### src/rtl/freelist_ckpt.sv
// Rename free list: circular buffer of free physical regs, multi-lane pop/push, head checkpoints under FREELIST_CKPT_EN.
// Latency: pop_reg is combinational from head; pointers, free_count and the reject pulses follow the next rising edge.
// Backpressure: an oversize pop group or overfilling push group is dropped whole and flagged by underflow/overflow the next cycle.
module freelist_ckpt #(
  parameter int PHYS_REGS  = 64,
  parameter int ARCH_REGS  = 32,
  parameter int POP_WIDTH  = 2,
  parameter int PUSH_WIDTH = 2,
  parameter int NUM_CKPT   = 4,
  localparam int DEPTH     = PHYS_REGS - ARCH_REGS,
  localparam int AW        = $clog2(PHYS_REGS),
  localparam int PW        = $clog2(DEPTH) + 1,
  localparam int CW        = (NUM_CKPT > 1) ? $clog2(NUM_CKPT) : 1
) (
  input  logic                  clk,
  input  logic                  rst,
  input  logic [POP_WIDTH-1:0]  pop_en,
  output logic [AW-1:0]         pop_reg [POP_WIDTH],
  input  logic [PUSH_WIDTH-1:0] push_en,
  input  logic [AW-1:0]         push_reg [PUSH_WIDTH],
  input  logic                  ckpt_save,
  input  logic                  ckpt_restore,
  input  logic [CW-1:0]         ckpt_id,
  output logic [PW-1:0]         free_count,
  output logic                  full,
  output logic                  empty,
  output logic                  pop_ready,
  output logic                  underflow,
  output logic                  overflow
);
  localparam int IW   = PW - 1;   // slot index width, pointers carry one extra wrap bit
  localparam int CNTW = PW + 1;   // room for free_count + push count without wrapping

  logic [AW-1:0]   mem [DEPTH];
  logic [PW-1:0]   head, tail;
  logic [PW-1:0]   head_pop, head_nxt, tail_nxt;
  logic [PW-1:0]   restore_head;
  logic [CNTW-1:0] pop_n, push_m;
  logic [IW-1:0]   push_idx [PUSH_WIDTH];
  logic            pop_rej, push_rej, restore_act;

  assign free_count = tail - head;
  assign full       = (free_count == PW'(DEPTH));
  assign empty      = (free_count == '0);
  assign pop_ready  = ({1'b0, free_count} >= CNTW'(POP_WIDTH));

  for (genvar g = 0; g < POP_WIDTH; g++) begin : g_pop
    assign pop_reg[g] = mem[head[IW-1:0] + IW'(g)];
  end

`ifdef FREELIST_CKPT_EN
  logic [PW-1:0] ckpt_head [NUM_CKPT];

  assign restore_act  = ckpt_restore;
  assign restore_head = ckpt_head[ckpt_id];

  // Snapshot the post-pop head so the branch keeps its own group on rollback; a same-cycle restore wins.
  always_ff @(posedge clk or posedge rst) begin
    if (rst) begin
      for (int i = 0; i < NUM_CKPT; i++) ckpt_head[i] <= '0;
    end else if (ckpt_save && !ckpt_restore) begin
      ckpt_head[ckpt_id] <= head_pop;
    end
  end
`else
  logic ckpt_unused;

  // Without checkpoints the rename unit recovers by replaying pushes; the ports stay for pin compatibility.
  assign restore_act  = 1'b0;
  assign restore_head = '0;
  assign ckpt_unused  = ^{ckpt_save, ckpt_restore, ckpt_id};
`endif

  // Lane counts, compacted push slots and whole-group reject decisions from the current free_count.
  always_comb begin
    pop_n = '0;
    for (int i = 0; i < POP_WIDTH; i++) pop_n = pop_n + CNTW'(pop_en[i]);
    push_m = '0;
    for (int i = 0; i < PUSH_WIDTH; i++) begin
      push_idx[i] = tail[IW-1:0] + push_m[IW-1:0];
      push_m      = push_m + CNTW'(push_en[i]);
    end
    pop_rej  = (pop_n > {1'b0, free_count});
    push_rej = (({1'b0, free_count} + push_m) > CNTW'(DEPTH));
    // A restore discards this cycle's pops; commits (pushes) are older than the branch and still land.
    head_pop = (restore_act || pop_rej) ? head : head + pop_n[PW-1:0];
    head_nxt = restore_act ? restore_head : head_pop;
    tail_nxt = push_rej ? tail : tail + push_m[PW-1:0];
  end

  // Pointer and reject-pulse registers; reset starts with every non-architectural reg free.
  always_ff @(posedge clk or posedge rst) begin
    if (rst) begin
      head      <= '0;
      tail      <= PW'(DEPTH);
      underflow <= 1'b0;
      overflow  <= 1'b0;
    end else begin
      head      <= head_nxt;
      tail      <= tail_nxt;
      underflow <= pop_rej && !restore_act;
      overflow  <= push_rej;
    end
  end

  // Storage: reset to ARCH_REGS.. in order, accepted pushes written compacted from tail.
  always_ff @(posedge clk or posedge rst) begin
    if (rst) begin
      for (int i = 0; i < DEPTH; i++) mem[i] <= AW'(ARCH_REGS + i);
    end else if (!push_rej) begin
      for (int i = 0; i < PUSH_WIDTH; i++) begin
        if (push_en[i]) mem[push_idx[i]] <= push_reg[i];
      end
    end
  end

endmodule

### config.mk
export PLATFORM = sky130hd
export DESIGN_NAME = freelist_ckpt
export DESIGN_NICKNAME = d
export VERILOG_FILES = /design/src/rtl/freelist_ckpt.sv
export SDC_FILE = /design/constraint.sdc
export NUM_CORES = 1
export LEC_CHECK = 0
export CAP_MARGIN = 20
export CELL_PAD_IN_SITES_DETAIL_PLACEMENT = 1
export CELL_PAD_IN_SITES_GLOBAL_PLACEMENT = 2
export CORE_MARGIN = 1
export CORE_UTILIZATION = 44
export CTS_BUF_LIST = sky130_fd_sc_hd__clkbuf_2
export DETAILED_ROUTE_END_ITERATION = 8
export GPL_ROUTABILITY_DRIVEN = 0
export PLACE_DENSITY_LB_ADDON = 0.1
export SETUP_SLACK_MARGIN = 0.02
export SYNTH_ARGS = -nofsm -noshare
export SYNTH_HDL_FRONTEND = slang
export SYNTH_SLANG_ARGS = --single-unit
### constraint.sdc
create_clock -name clk -period 9.6 [get_ports clk]
set_input_delay 1.92 -clock clk [delete_from_list [all_inputs] [get_ports clk]]
set_output_delay 1.92 -clock clk [all_outputs]
set_load 0.02 [all_outputs]
======== Word level (Yosys, flattened, before mapping) ========
Cells that the tools add are included.
word-level totals
  bits of input ports ..................... 22
  register bits ........................... 206
  output and inout bits ................... 23
operators by class
  multiplexer cells ....................... 15
  $lt $le $gt $ge ......................... 9
  bitwise logic cells ..................... 4
  reduce and logical (&&, ||, !) cells .... 3
  $add $sub $neg .......................... 8
  equality and inequality tests ........... 1
operator list
  operator                                                       count
  two-way mux 192 bit                                            3
  bitwise mux 192 bit                                            2
  binary-select mux 6 bit (select 5 bit)                         2
  demux 6 bit (select 5 bit)                                     2
  two-way mux 6 bit                                              6
  >= comparator 6 bit, second input constant                     4
  inverter 5 -> 6 bit                                            4
  adder 6 x 2 -> 6 bit                                           2
  < comparator 6 x 1 -> 1 bit, second input constant             2
  adder 6 x 2 -> 7 bit                                           1
  greater-than comparator 7 x 6 -> 1 bit, second input constant  1
  equality test 6 bit, second input constant                     1
  >= comparator 6 x 2 -> 1 bit, second input constant            1
  greater-than comparator 2 x 6 -> 1 bit                         1
  logical NOT 6 bit                                              1
  subtractor 6 bit                                               1
  adder 5 x 1 -> 5 bit                                           1
  adder 5 x 1 -> 5 bit, second input constant                    1
  adder 1 x 1 -> 2 bit                                           2
  logical AND 1 bit                                              2

======== Longest topological paths before layout ========
  word-level depth ........................ 10
  depth in mapped cells ................... 16

======== Worst setup path after synthesis ========
Ideal clock, no wire load.
  path type ............................... register to output
  start ................................... reg head[1]
  end ..................................... out full
  path slack .............................. 4150 ps
  arrival time ............................ 3530 ps
  path buffers ............................ 3
  required time ........................... 7680 ps
  stages on the path, launching flop included .. 13
  cells stage by stage .................... dfrtp_1 > clkbuf_1 > clkbuf_1 > buf_1 > inv_1 > fa_1 > a21o_1 > a21oi_1 > xnor2_1 > or3_1 > nor2_1 > nand2_1 > a21oi_1
on the way
  cells in the longest elaborated chain, start to end .. 2
RTL lines
  what                    line  text
  start, declared         35    logic [PW-1:0] head, tail;
  start signal, assigned  99    head <= head_nxt;
  subtractor 6 bit        42    assign free_count = tail - head;
  via free_count[4]       24    output logic [PW-1:0] free_count,
  equality test 6 bit     43    assign full = (free_count == PW'(DEPTH));
  end, declared           25    output logic full,
The timed path passes the listed nets, and every way through them passes these cells.

==> flow_metrics.env <==
export IMPL_synth_top_family_by_area="multiplexers"
export IMPL_num_rows=65
export IMPL_synth_compound_area_share_pct=20.5
export IMPL_max_slew_margin_pct=26.0
export IMPL_cts_made_buffers=59
export IMPL_cpPeakStageDelay_ps=780
export IMPL_drv_cap=0
export IMPL_finalWorstSetupSlack_ps=2250
export IMPL_crit_path_max_fanout=51
export IMPL_synthXorXnorAreaFrac_pct=0.919
export IMPL_synth_seq_area_share_pct=37.1
export IMPL_io_pins=45
export IMPL_area_growth_syn_to_layout_pct=8.85
export IMPL_critPathArrivalTime_ps=5430
export IMPL_first_pass_iters=5
export IMPL_grtUsageTotal_pct=34.6
export IMPL_grt_pass1_wl_um=83400
export IMPL_rrSetupSlack_ps=4840
export IMPL_grt_pass1_vias=12300
export IMPL_cts_max_level=2
export IMPL_stdcell_count=1733
export IMPL_die_area_sq_um=33200
export IMPL_cp_common_cell="buf_4"
export IMPL_pre_cts_ws_ps=3320
export IMPL_synth_nets=1319
export IMPL_cts_path_max_buffers=3
export IMPL_rsz0062_at_grt="false"
export IMPL_clk_latency_ps=1040
export IMPL_cts_setup_buffers=0
export IMPL_crit_family="buffers and inverters"
export IMPL_vias=12200
export IMPL_cts_root_buf="clkbuf_2"
export IMPL_start_kind="flip-flop"
export IMPL_fmax_mhz=136
export IMPL_cts_hold_buf=0
export IMPL_status="finished, final reports clean"
export IMPL_synth_mux_area_share_pct=23.7
export IMPL_yosys_area_share_simple_pct=11.5
export IMPL_fin_skew_ps=49.0
export IMPL_synth_distinct_cells=53
export IMPL_die_x_um=182
export IMPL_end_kind="primary output"
export IMPL_worstSetupPathType="reg2out"
export IMPL_cp_slowest_cell="buf_4"
export IMPL_wl_per_cell_um=32.4
export IMPL_synthesis_area_sq_um=14300
export IMPL_drt_wl_total_um=56200
export IMPL_dp_hpwl_um=36600
export IMPL_nets=1323
export IMPL_required_ps=7680
export IMPL_setup_violations=0
export IMPL_ys_ff_latch=206
export IMPL_ys_warn_count=0
export IMPL_antenna_found_initial=1
export IMPL_cts_tree="done"
export IMPL_setup_tns_final_ps=0
export IMPL_synthCells=1275
export IMPL_grt_start_max_net_pins=119
export IMPL_core_area_sq_um=31700
export IMPL_gr_total_overflow=0
export IMPL_path_buf_inv=4
export IMPL_min_path_type="reg2reg"
export IMPL_vias_per_cell=7.02
export IMPL_synthAdderAreaFrac_pct=2.14
export IMPL_fin_crit_sh_pct=76.5
export IMPL_maxSlewViolCount=0
export IMPL_dpl_cell_count=1618
export IMPL_cts_resized=0
export IMPL_tightest_slew_ps=1110
export IMPL_period_needed_ps=7350
export IMPL_drt_first_iter_violations=1327
export IMPL_clock_sinks=206
export IMPL_die_h_um=182
export IMPL_syn_area_per_cell_sq_um=11.2
export IMPL_hold_violations=0
export IMPL_port_buffer_count=40
export IMPL_path_clk_slew_ps=100
export IMPL_ant_nets=0
export IMPL_crit_chain="buf_4 > buf_4 > nand3_1 > xnor2_1 > buf_4 > mux4_2 > mux2_2 > clkdlybuf4s50_1"
export IMPL_drc=0
export IMPL_drive_gt1_share_pct=32.3
export IMPL_start_util_pct=45.1
==> worst register-to-register path: stages (launching register included) <==
cell and delay (ps):
dfrtp_2 350, buf_4 330, inv_1 220, fa_1 720, ha_1 290, a21o_1 160
nand2_1 120, a21oi_1 80, or4b_1 490, o211a_4 420, nor2_4 510, buf_4 700
a2bb2oi_1 230
==> cells in the final DEF (no fill, tap or decap), drive strengths merged, types with 8 or more instances in the layout <==
master	synthesis	layout
nor3	34	34
o21ai	44	44
inv	18	19
mux2i	60	60
dfrtp	93	93
mux2	8	8
mux4	120	120
a21oi	33	33
a2bb2oi	192	192
ha	18	18
nand3	54	54
clkbuf	80	99
clkdlybuf4s50	0	40
buf	44	27
xnor2	9	9
clkinv	0	11
nand2	123	123
o22ai	97	97
nor2	66	66
dfstp	113	113
==> stage by stage <==
step	hold slack, ps	utilization (%)	instance area [sq um]
2_1_floorplan	461	-	14300
3_3_place_gp	477	47.1	14900
3_5_place_dp	480	47.1	14900
4_1_cts	499	48.9	15500
5_1_grt	513	49.0	15600
6_report	493	49.0	15600
==> path summary, 6_finish.rpt <==
| kind | startpoint | endpoint | cells past startpoint |
|---|---|---|---|
| min | head[5]$_DFFE_PP0N_ | head[5]$_DFFE_PP0N_ | 1 |
| max reg2reg | head[1]$_DFFE_PP0N_ | mem[66]$_DFFE_PP0P_ | 12 |
| max | head[0]$_DFFE_PP0N_ | pop_reg[5] | 8 |
| min in group asynchronous | rst | mem[157]$_DFFE_PP0P_ | 2 |
| max in group asynchronous | rst | head[0]$_DFFE_PP0N_ | 3 |
| min reg2reg | head[5]$_DFFE_PP0N_ | head[5]$_DFFE_PP0N_ | 1 |
==> synth_stat cells (all sizes together) <==
| cell | number | area share (%) |
|---|---|---|
| buf | 44 | 1.5 |
| inv | 18 | 0.47 |
| a211oi | 3 | 0.26 |
| nor3b | 2 | 0.11 |
| a2bb2oi | 192 | 12 |
| a32o | 1 | 0.070 |
| nor2 | 66 | 1.8 |
| a21oi | 33 | 1.2 |
| fa | 4 | 0.56 |
| xnor2 | 9 | 0.55 |
| nor3 | 34 | 2.9 |
| a21bo | 1 | 0.070 |
| and2 | 4 | 0.18 |
| o22ai | 97 | 4.2 |
| or2 | 5 | 0.22 |
| o21ai | 44 | 1.5 |
| and3 | 5 | 0.22 |
| dfrtp | 93 | 16 |
| a31oi | 1 | 0.044 |
| o211a | 2 | 0.14 |
| dfstp | 113 | 21 |
| mux2i | 60 | 4.2 |
| or4b | 1 | 0.070 |
| clkbuf | 80 | 2.1 |
| ha | 18 | 1.6 |
| nand3 | 54 | 1.9 |
| mux4 | 120 | 19 |
| or3 | 3 | 0.13 |
| a32oi | 3 | 0.18 |
| nand2 | 123 | 3.2 |
| xor2 | 6 | 0.37 |
| a21boi | 1 | 0.053 |
| o21ba | 1 | 0.070 |
| o221ai | 1 | 0.061 |
| nand3b | 2 | 0.11 |
| o21a | 5 | 0.26 |
| a21o | 2 | 0.11 |
| a2111oi | 1 | 0.19 |
| nor4 | 4 | 0.31 |
| mux2 | 8 | 0.63 |
| nand2b | 5 | 0.22 |
| nor2b | 6 | 0.26 |
==> sequential cells by signal, summed over array words and instances, names as in the netlist <==
signal and count:
overflow 1, mem 192, underflow 1, tail 6
head 6
==> per-layer routing <==
layer / share of wire [%] / vias up / GRT usage (%)
li1: - / 5063 / -
met1: 42 / 6393 / 48.4
met2: 46 / 585 / 54.1
met3: 8.3 / 131 / 5.97
met4: 3.6 / 0 / 12.5
met5: 0 / - / 0
==> area by class of cell <==
cell class	count	area [sq um]
multi-input combinational	927	8460
timing repair buffer	67	643
fill	3452	16200
clock buffer	99	495
antenna	1	2.50
tap	402	503
sequential	206	5300
inverter	18	75.1
clock inverter	13	75.1
==> kinds of logic after synthesis <==
family,after synthesis
compound gates,388
xor+xnor,15
fa+ha+maj,22
buf+inv,142
flops,206
mux,188
simple gates,314
Power is not shown: default switching activity piles up to over one toggle a cycle in this logic, so the estimate is an artifact.
